### src/rtl/toggle_hs_responder.sv
// Responder end of a two-phase req/ack handshake: synchronises the request
// toggle, presents the payload on a valid/ready port, then toggles the ack.
module toggle_hs_responder #(
    parameter int DATA_W      = 8,
    parameter int SYNC_STAGES = 2,
    parameter int CNT_W       = 8
) (
    input  logic              clk,
    input  logic              rst,
    input  logic              req_tgl,
    input  logic [DATA_W-1:0] req_data,
    input  logic              out_ready,
    input  logic              err_clr,
    output logic              out_valid,
    output logic [DATA_W-1:0] out_data,
    output logic              ack_tgl,
    output logic [CNT_W-1:0]  xfer_cnt,
    output logic              proto_err
);

    typedef enum logic {
        IDLE = 1'b0,
        HOLD = 1'b1
    } state_t;

    state_t                 state_q;
    logic [SYNC_STAGES-1:0] sync_q;
    logic [SYNC_STAGES-1:0] sync_d;
    logic                   seen_q;
    logic                   valid_q;
    logic [DATA_W-1:0]      data_q;
    logic                   ack_q;
    logic [CNT_W-1:0]       cnt_q;
    logic                   err_q;
    logic                   req_s;
    logic                   new_req;

    assign sync_d  = {sync_q[SYNC_STAGES-2:0], req_tgl};
    assign req_s   = sync_q[SYNC_STAGES-1];
    assign new_req = (req_s != seen_q);

    always_ff @(posedge clk or posedge rst) begin
        if (rst) begin
            state_q <= IDLE;
            sync_q  <= '0;
            seen_q  <= 1'b0;
            valid_q <= 1'b0;
            data_q  <= '0;
            ack_q   <= 1'b0;
            cnt_q   <= '0;
            err_q   <= 1'b0;
        end else begin
            sync_q <= sync_d;
            // A toggle still pending while holding means the initiator
            // did not wait for our ack; set has priority over clear.
            if (state_q == HOLD && new_req) begin
                err_q <= 1'b1;
            end else if (err_clr) begin
                err_q <= 1'b0;
            end
            unique case (state_q)
                IDLE: begin
                    if (new_req) begin
                        data_q  <= req_data;
                        seen_q  <= req_s;
                        valid_q <= 1'b1;
                        state_q <= HOLD;
                    end
                end
                HOLD: begin
                    if (out_ready) begin
                        valid_q <= 1'b0;
                        ack_q   <= ~ack_q;
                        cnt_q   <= cnt_q + CNT_W'(1);
                        state_q <= IDLE;
                    end
                end
                default: state_q <= IDLE;
            endcase
        end
    end

    assign out_valid = valid_q;
    assign out_data  = data_q;
    assign ack_tgl   = ack_q;
    assign xfer_cnt  = cnt_q;
    assign proto_err = err_q;

endmodule

### config.mk
export PLATFORM = sky130hd
export DESIGN_NAME = toggle_hs_responder
export DESIGN_NICKNAME = d
export VERILOG_FILES = /design/src/rtl/toggle_hs_responder.sv
export SDC_FILE = /design/constraint.sdc
export NUM_CORES = 1
export LEC_CHECK = 0
export ABC_AREA = 1
export CAP_MARGIN = 20
export CORE_MARGIN = 4
export CORE_UTILIZATION = 46
export CTS_BUF_LIST = sky130_fd_sc_hd__clkbuf_4 sky130_fd_sc_hd__clkbuf_8
export CTS_CLUSTER_DIAMETER = 40
export DETAILED_ROUTE_END_ITERATION = 8
export HOLD_SLACK_MARGIN = 0.03
export PLACE_DENSITY = 0.79
export SLEW_MARGIN = 20
export SYNTH_ARGS = -nofsm -noshare
export SYNTH_HDL_FRONTEND = slang
export SYNTH_SLANG_ARGS = --single-unit
### constraint.sdc
create_clock -name clk -period 1.4 [get_ports clk]
set_clock_uncertainty 0.2 [all_clocks]
set_input_delay 0.28 -clock clk [delete_from_list [all_inputs] [get_ports clk]]
set_output_delay 0.28 -clock clk [all_outputs]
set_load 0.05 [all_outputs]
==> results of run 1 <==
-- layout by cell type (no fill, tap or decap), drive strengths merged --
| cell | Yosys | layout |
|---|---|---|
| buf | 1 | 36 |
| o21ai | 2 | 2 |
| xnor2 | 3 | 3 |
| ha | 1 | 1 |
| dfrtp | 23 | 23 |
| inv | 12 | 12 |
| nand3 | 6 | 6 |
| or2 | 1 | 1 |
| clkinvlp | 0 | 1 |
| nand3b | 1 | 1 |
| clkdlybuf4s50 | 0 | 12 |
| a21oi | 1 | 1 |
| clkbuf | 0 | 3 |
| xor2 | 2 | 2 |
| nor2 | 3 | 3 |
| nand2 | 46 | 46 |
-- through the flow --
step	total power, mW	area (um^2)	std cells	TNS [ns]	hold WS (ns)
final	4.26	1680	180	-0.153	0.0569
after detailed placement	3.73	1550	163	-1.55	0.143
after global routing	4.46	1680	180	-0.719	0.0503
after CTS	4.21	1650	176	-0.175	0.0624
after floorplan	2.40	977	102	-0.0530	0.0815
after global placement	3.63	1550	163	-1.05	0.133
-- per-layer routing --
| metal | part of all wire (%) | wire, um | track usage (%) | up-vias |
|---|---|---|---|---|
| li1 | - | - | - | 411 |
| met3 | 3.2 | 83 | 2.82 | 11 |
| met1 | 37 | 950 | 20.7 | 431 |
| met5 | 0 | 0 | 0 | - |
| met2 | 56 | 1430 | 39.6 | 27 |
| met4 | 3.8 | 98 | 13.2 | 0 |
-- report_power, final --
| group | internal, mW | leakage [nW] | switching, mW |
|---|---|---|---|
| Combinational | 1.31 | 0.556 | 1.37 |
| Clock | 0.109 | 0.0139 | 0.208 |
| Sequential | 0.937 | 0.267 | 0.322 |
-- worst paths after layout --
| path | endpoint | start |
|---|---|---|
| max in group asynchronous | xfer_cnt[4] | rst |
| max reg2reg | out_data[5] | seen_q |
| min | out_data[3] | rst |
| max | xfer_cnt[1] | xfer_cnt[1] |
| min reg2reg | sync_q[1] | sync_q[0] |
| min in group clk | sync_q[1] | sync_q[0] |
-- layout make-up --
cell class | count | area [um^2]
tap | 27 | 33.8
sequential | 23 | 583
timing repair buffer | 48 | 644
inverter | 12 | 45.0
clock buffer | 3 | 22.5
clock inverter | 1 | 7.51
fill | 100 | 279
multi-input combinational | 66 | 347
-- timing repair --
action                     4_1_cts  5_1_grt
hold buffers                     0        0
buffers inserted                 9        4
resized for setup                3        0
hold endpoints to repair         0        0
setup endpoints to repair       14       20
pin swaps                        0        0
cloned                           0        0
-- flip-flops by register name, indices dropped and copies added (netlist names) --
signal	flops
out_data	8
xfer_cnt	8
ack_tgl	1
proto_err	1
seen_q	1
out_valid	1
sync_q	2
state_q	1
-- kinds of logic (layout without fill, tap and decap cells) --
| family | after synthesis | after routing | synth area share (%) |
|---|---|---|---|
| flip-flops | 23 | 23 | 60.4 |
| XOR/XNOR | 5 | 5 | 4.60 |
| AND/OR/NAND/NOR | 57 | 57 | 26.5 |
| AO/OA/AOI/OAI | 3 | 3 | 1.58 |
| adder cells (fa/ha/maj) | 1 | 1 | 1.31 |
| buffers and inverters | 13 | 64 | 5.52 |
==> results.md, run 1 <==
* Status: finished, violations left
* Failing checks: setup timing
* Mapped Area at 952 um^2
* First-pass DRT Iterations at 4
* Max IR drop VDD at 1850 uV
* Vias post-DR at 880
* WS Path Type: reg2out
* Avg WL per Cell at 14.3 um
* N_diodes at 0
* Synth warnings at 0
* Cells after synthesis at 102
* Core area at 1960 um^2
* Tightest Hold Check Type: in2async
* Area contributors post-synth: dfrtp_1 (60%), nand2_1 (17%), inv_1 (4.3%), xnor2_1 (2.8%), nand3_1 (2.6%)
* Final core utilization at 85.8%
* CTS Buf Count at 3
* Slew HR at 86.2%
* Starting DRT DRC Count at 10
* CTS tree: built
* Yosys reg bits at 23
* Initial antenna violation count at 0
* Yosys top cell area share at 60.4%
* Nets at 168
* Syn Area/Cell at 9.33 um^2
* CTS Buffer Depth at 2
* Number of routed nets with antenna violations at 0
* Clk root buf: clkbuf_4
* DR vias/cell at 4.89
* Minimum clock period at 1.45 ns
* Final worst-path cycle share at 103%
* Number of port buffers at 31
* Die width at 53.5 um
* Vias in the first global route at 945
* Slowest cell on crit path: dfrtp_2
* Post-route worst setup slack at -0.0450 ns
* Total die area at 2860 um^2
* Final setup vio count at 8
* Share of cells above drive strength 1 at 36.6%
* Crit path depth at 1
* RSZ-0062 raised after global routing: yes
* Final GP Congestion at 0.806
* Clk pin slew, worst setup/hold paths at 0.14 ns
* Critical path buffers and inverters at 1
* CTS H-tree depth at 1
* Final WL at 2.57 mm
* Initial Utilization at 48.5%
* Largest net degree at the start of global routing at 24
* Number of synthesized flops with an enable pin at 0
* Die extent in y at 53.5 um
* Detailed-route DRC error count at 0
* Cell leakage power at 0.837 nW
* GRT overflow at 0
* Worst Setup End Kind: output port
* Slowest stage delay, CP at 0.48 ns
* CTS sink cnt at 23
* Most numerous cell in the Yosys netlist: nand2_1
* Crit path required time at 0.92 ns
* Site Rows at 16
* Synth area leader: dfrtp_1
* Power Dens Cells at 2530 nW/um^2
* Post-Place Worst Slack at -0.241 ns
* IO Pins at 32
* R2R setup slack at 0.02 ns
* Final hold vios at 0
* Seq/Total Area, Yosys at 60.4%
* Distinct cell type count after synthesis at 17
* Crit path max fanout at 4
* Global-route wire length before repair at 4.08 mm
* Worst Tran Pin Value at 0.207 ns
* Area Growth Syn to Fin at 76.7%
* Worst path arrival time at 0.97 ns
* Post-DP HPWL at 1.94 mm
* Post-synth top cells: nand2_1 (44), dfrtp_1 (23), inv_1 (11)
* Synthesized net count at 116
* Max-cap violations at 0
* Fin. max-slew vios at 0
* Async set-or-reset flop fraction in the synthesized netlist at 100%
* Setup crit start kind: register
* Clk_lat worst skew at 0.32 ns
* Achievable Freq at 692 MHz
* Top cell family by delay on the critical path: flip-flops
* R2r worst-path depth at 5
* Crit-path cells: buf_12
* Top FF cell, synth: dfrtp_1
* GRT Overall Usage at 20.9%
No activity file was read; power rests on OpenSTA's default activity.
==> run 2: changes to the inputs <==
--- a/constraint.sdc
+++ b/constraint.sdc
@@ -4,2 +4,2 @@
 set_output_delay 0.28 -clock clk [all_outputs]
-set_load 0.05 [all_outputs]
+set_load 0.1 [all_outputs]
==> run 2 against run 1 <==
The flow still finishes with violations (setup timing). Cell area is 5.6% higher. Critical path depth unchanged. Count of clock-buffer cells in the layout grew 1. Global-route usage grew 1.5 points.
==> results.md, run 2 (synthesis results as in run 1) <==
* Status: finished, violations left (unchanged)
* Failing checks: setup timing (unchanged)
* Clk pin slew, worst setup/hold paths at 0.13 ns (was 0.14 ns)
* Grt met1 use at 23.1% (was 20.7%)
* Final hold vios at 0 (unchanged)
* Global-route wire length before repair at 4.46 mm (was 4.08 mm)
* Final GP Congestion at 0.812 (was 0.806)
* Vias in the first global route at 969 (was 945)
* Share of cells above drive strength 1 at 45.3% (was 36.6%)
* RSZ-0062 raised after global routing: yes (unchanged)
* Placed Cells at 163 (unchanged)
* Critical path buffers and inverters at 1 (unchanged)
* Nets at 174 (was 168)
* GRT overflow at 0 (unchanged)
* Achievable Freq at 667 MHz (was 692 MHz)
* CTS Buffer Depth at 2 (unchanged)
* Multi-input logic area at 362 um^2 (was 347 um^2)
* Crit-path cells: buf_12 (unchanged)
* CTS H-tree depth at 1 (unchanged)
* GRT Overall Usage at 22.4% (was 20.9%)
* Initial Utilization at 48.5% (unchanged)
* Slew HR at 83.8% (was 86.2%)
* N_diodes at 0 (unchanged)
* Crit path max fanout at 2 (was 4)
* Final worst-path cycle share at 107% (was 103%)
* Vias post-DR at 985 (was 880)
* Core area at 1960 um^2 (unchanged)
* Area Growth Syn to Fin at 86.6% (was 76.7%)
* Tightest Hold Check Type: in2async (unchanged)
* CTS Buf Count at 3 (unchanged)
* Worst path arrival time at 1.02 ns (was 0.97 ns)
* Die extent in y at 53.5 um (unchanged)
* Total die area at 2860 um^2 (unchanged)
* Fillcell total at 81 (was 100)
* Clk root buf: clkbuf_4 (unchanged)
* Detailed-route DRC error count at 0 (unchanged)
* Reg area at 604 um^2 (was 583 um^2)
* Worst Tran Pin Value at 0.242 ns (was 0.207 ns)
* IO Pins at 32 (unchanged)
* Final WL at 3.34 mm (was 2.57 mm)
* Fin. max-slew vios at 0 (unchanged)
* Avg WL per Cell at 18.0 um (was 14.3 um)
* Die width at 53.5 um (unchanged)
* Post-Layout Cell Count at 186 (was 180)
* Most common cell after layout, fill and taps aside: nand2_1 (unchanged)
* Final core utilization at 90.6% (was 85.8%)
* Top cell family by delay on the critical path: flip-flops (unchanged)
* Worst Setup End Kind: output port (unchanged)
* Max-cap violations at 0 (unchanged)
* Final setup vio count at 22 (was 8)
* Setup crit start kind: register (unchanged)
* Minimum clock period at 1.50 ns (was 1.45 ns)
* Initial antenna violation count at 0 (unchanged)
* Global Route met2 Usage at 41.4% (was 39.6%)
* Final setup TNS at -0.802 ns (was -0.153 ns)
* Post-route worst setup slack at -0.0982 ns (was -0.0450 ns)
* CTS sink cnt at 23 (unchanged)
* DR vias/cell at 5.30 (was 4.89)
* Slowest stage delay, CP at 0.53 ns (was 0.48 ns)
* GRT busiest layer: met2 (unchanged)
* Number of routed nets with antenna violations at 0 (unchanged)
* CTS tree: built (unchanged)
* WS Path Type: reg2out (unchanged)
* Post-DP HPWL at 1.76 mm (was 1.94 mm)
* Starting DRT DRC Count at 49 (was 10)
* Clk_lat worst skew at 0.31 ns (was 0.32 ns)
* Hold slack at 0.0962 ns (was 0.0569 ns)
* Met3 Track Usage GR at 5.63% (was 2.82%)
* Crit path required time at 0.92 ns (about the same)
* Site Rows at 16 (unchanged)
* First-pass DRT Iterations at 4 (unchanged)
* Number of port buffers at 31 (unchanged)
* Most frequent cells in the layout: nand2_1 (40), buf_12 (21), buf_4 (20), clkdlybuf4s50_1 (12), dfrtp_1 (12) (was nand2_1 (44), buf_12 (20), dfrtp_1 (17), buf_4 (15), clkdlybuf4s50_1 (12))
* Largest net degree at the start of global routing at 24 (unchanged)
* Slowest cell on crit path: dfrtp_4 (was dfrtp_2)
-- run 2: cell types whose count changed in the layout (fill, tap and decap cells not counted), sizes merged --
cell / previous run / this run
buf: 36 / 42
clkbuf: 3 / 4
clkinvlp: 1 / 0
-- run 2: through the flow --
stage	cell area, um^2	setup slack [ns]
global route	1780	-0.135
CTS	1730	-0.0990
detailed placement	1570	-0.191
global placement	1570	-0.141
floorplan	998	-0.134
finish	1780	-0.0982
-- run 2: layout make-up --
cell class                      instances  area share (%)
Timing Repair Buffer                   54            39.5
Inverter                               12            2.54
Tap cell                               27            1.90
Clock buffer                            4            1.69
Sequential cell                        23            34.0
Multi-Input combinational cell         66            20.4
-- run 2: worst paths after layout --
path	startpoint	to	slack [ns]	cells after the start
worst max register to register	xfer_cnt[0]	xfer_cnt[6]	-0.05	8
worst min-delay path	rst	out_data[2]	0.1	3
max in group asynchronous	rst	xfer_cnt[3]	0.75	3
min in group clk	req_tgl	sync_q[0]	0.19	1
worst min register to register	sync_q[0]	sync_q[1]	0.20	0
worst max-delay path	xfer_cnt[1]	xfer_cnt[1]	-0.1	1
-- run 2: what timing repair did --
action,CTS,global route
endpoints found under the setup margin,27,27
hold buffers,0,0
endpoints found under the hold margin,0,0
pin swaps,3,1
setup buffers,15,4
gates resized for setup,2,6
-- run 2: per-layer routing --
layer | routed length [um] | part of all wire (%)
met1 | 1100 | 33
met4 | 139 | 4.2
met3 | 255 | 7.6
met5 | 0 | 0
met2 | 1850 | 55
Power of run 2 is left out: the tool's default activity adds up to more than one toggle a clock period on the data nets, which glitch-free logic cannot reach.
==> run 3: changes to the inputs <==
--- a/config.mk
+++ b/config.mk
@@ -9,5 +9,7 @@
 export CAP_MARGIN = 20
+export CELL_PAD_IN_SITES_DETAIL_PLACEMENT = 0
+export CELL_PAD_IN_SITES_GLOBAL_PLACEMENT = 1
 export CORE_MARGIN = 4
-export CORE_UTILIZATION = 46
-export CTS_BUF_LIST = sky130_fd_sc_hd__clkbuf_4 sky130_fd_sc_hd__clkbuf_8
+export CORE_UTILIZATION = 32
+export CTS_BUF_LIST = sky130_fd_sc_hd__clkbuf_16
 export CTS_CLUSTER_DIAMETER = 40
@@ -15,3 +17,3 @@
 export HOLD_SLACK_MARGIN = 0.03
-export PLACE_DENSITY = 0.79
+export PLACE_DENSITY = 0.74
 export SLEW_MARGIN = 20
==> constraint.sdc (replaced) <==
create_clock -name clk -period 1.4 [get_ports clk]
set_clock_uncertainty 0.2 [all_clocks]
set_input_delay 0.21 -clock clk [delete_from_list [all_inputs] [get_ports clk]]
set_output_delay 0.21 -clock clk [all_outputs]
set_load 0.1 [all_outputs]
==> run 3 against run 2 <==
The run now ends clean. Critical path depth did not move. Worst setup slack improved by 0.14 ns. Global-route usage fell by 11 points. Largest cell class is now registers. Highest routed layer unchanged.
==> results.md, run 3 (synthesis results as in run 1) <==
* Final WL at 1.93 mm (was 3.34 mm)
* Top cell family by delay on the critical path: flip-flops (unchanged)
* WS Path Type: reg2out (unchanged)
* DR vias/cell at 4.38 (was 5.30)
* Core area at 2810 um^2 (was 1960 um^2)
* CTS tree: built (unchanged)
* Setup crit start kind: register (unchanged)
* Clk pin slew, worst setup/hold paths at 0.06 ns (was 0.13 ns)
* Fin. max-slew vios at 0 (unchanged)
* Final worst-path cycle share at 97.3% (was 107%)
* Site Rows at 19 (was 16)
* Post-DP HPWL at 1.55 mm (was 1.76 mm)
* Hold slack at 0.0990 ns (was 0.0962 ns)
* Die width at 62.6 um (was 53.5 um)
* CTS H-tree depth at 1 (unchanged)
* Post-Place Worst Slack at -0.127 ns (was -0.191 ns)
* Slowest stage delay, CP at 0.52 ns (was 0.53 ns)
* Detailed-route DRC error count at 0 (unchanged)
* Post-route worst setup slack at 0.0382 ns (was -0.0982 ns)
* Clk root buf: clkbuf_16 (was clkbuf_4)
* Final GP Congestion at 0.774 (was 0.812)
* Area Growth Syn to Fin at 74.8% (was 86.6%)
* Global-route wire length before repair at 3.52 mm (was 4.46 mm)
* Status: finished clean (was finished, violations left)
* Initial antenna violation count at 0 (unchanged)
* Initial Utilization at 33.9% (was 48.5%)
* Worst path arrival time at 0.95 ns (was 1.02 ns)
* N_diodes at 0 (unchanged)
* Die extent in y at 62.6 um (was 53.5 um)
* Critical path buffers and inverters at 1 (unchanged)
* Slowest cell on crit path: dfrtp_4 (unchanged)
* GRT Overall Usage at 10.9% (was 22.4%)
* Vias post-DR at 753 (was 985)
* Minimum clock period at 1.36 ns (was 1.50 ns)
* Largest net degree at the start of global routing at 24 (unchanged)
* Worst Setup End Kind: output port (unchanged)
* Vias in the first global route at 791 (was 969)
* GRT overflow at 0 (unchanged)
* Starting DRT DRC Count at 15 (was 49)
* Worst Tran Pin Value at 0.202 ns (was 0.242 ns)
* IO Pins at 32 (unchanged)
* Final setup vio count at 0 (was 22)
* Avg WL per Cell at 11.2 um (was 18.0 um)
* Total die area at 3910 um^2 (was 2860 um^2)
* Most common cell after layout, fill and taps aside: nand2_1 (unchanged)
* Most frequent cells in the layout: nand2_1 (44), buf_12 (20), clkdlybuf4s50_1 (12), dfrtp_1 (12), inv_1 (10) (was nand2_1 (40), buf_12 (21), buf_4 (20), clkdlybuf4s50_1 (12), dfrtp_1 (12))
* Share of cells above drive strength 1 at 34.0% (was 45.3%)
* Final core utilization at 59.3% (was 90.6%)
* RSZ-0062 raised after global routing: no (was yes)
* Number of port buffers at 31 (unchanged)
* Crit path max fanout at 5 (was 2)
* Crit path required time at 0.99 ns (was 0.92 ns)
* CTS Buf Count at 3 (unchanged)
* Final hold vios at 0 (unchanged)
* Tightest Hold Check Type: in2async (unchanged)
* Max-cap violations at 0 (unchanged)
* Clk_lat worst skew at 0.25 ns (was 0.31 ns)
* First-pass DRT Iterations at 4 (unchanged)
* Achievable Freq at 734 MHz (was 667 MHz)
* CTS Buffer Depth at 2 (unchanged)
* Number of routed nets with antenna violations at 0 (unchanged)
* Nets at 156 (was 174)
* Slew HR at 86.6% (was 83.8%)
* Crit-path cells: buf_12 (unchanged)
* CTS sink cnt at 23 (unchanged)
run 3: cell types whose count changed in the layout (fill, tap and decap cells not counted):
cell       delta
buf_4        -17
clkbuf_4      -4
nand2_1       +4
nand2_2       -4
clkbuf_16     +3
nand3_1       +2
nand3_2       -2
buf_12        -1
clkinv_2      +1
run 3: final timing paths:
path	start	to	slack [ns]	cells after the start
setup / recovery	xfer_cnt[3]	xfer_cnt[3]	0.04	1
hold / removal	rst	xfer_cnt[3]	0.1	3
setup reg to reg	xfer_cnt[1]	xfer_cnt[6]	0.08	6
hold reg to reg	sync_q[0]	sync_q[1]	0.15	0
max in group asynchronous	rst	xfer_cnt[2]	0.75	3
min in group clk	sync_q[0]	sync_q[1]	0.15	0
run 3: timing repair:
item / CTS / global route
buffers inserted: 0 / 1
gates resized for setup: 0 / 2
hold buffers: 0 / 0
endpoints found under the setup margin: 0 / 2
run 3: per-layer routing:
| metal | global-route usage, % | part of all wire [%] | up-vias |
|---|---|---|---|
| li1 | - | - | 385 |
| met1 | 12.6 | 42 | 343 |
| met2 | 18.5 | 48 | 23 |
| met3 | 4.50 | 9.5 | 2 |
| met4 | 3.31 | 0.41 | 0 |
| met5 | 0 | 0 | - |
run 3: cell type report:
| cell class | instances | area [um^2] |
|---|---|---|
| clock buffer | 3 | 75.1 |
| fill | 254 | 1140 |
| inverter | 12 | 45.0 |
| tap | 31 | 38.8 |
| timing repair buffer | 36 | 554 |
| multi-input combinational | 66 | 342 |
| clock inverter | 1 | 5.00 |
| sequential | 23 | 604 |
run 3: through the flow:
step | instance area [um^2] | TNS [ns] | instances
detailed placement | 1570 | -0.700 | 167
floorplan | 998 | -0.224 | 102
global placement | 1570 | -0.389 | 167
finish | 1660 | 0 | 172
CTS | 1650 | 0 | 171
global route | 1660 | 0 | 172
Power of run 3 is left out for the same reason.
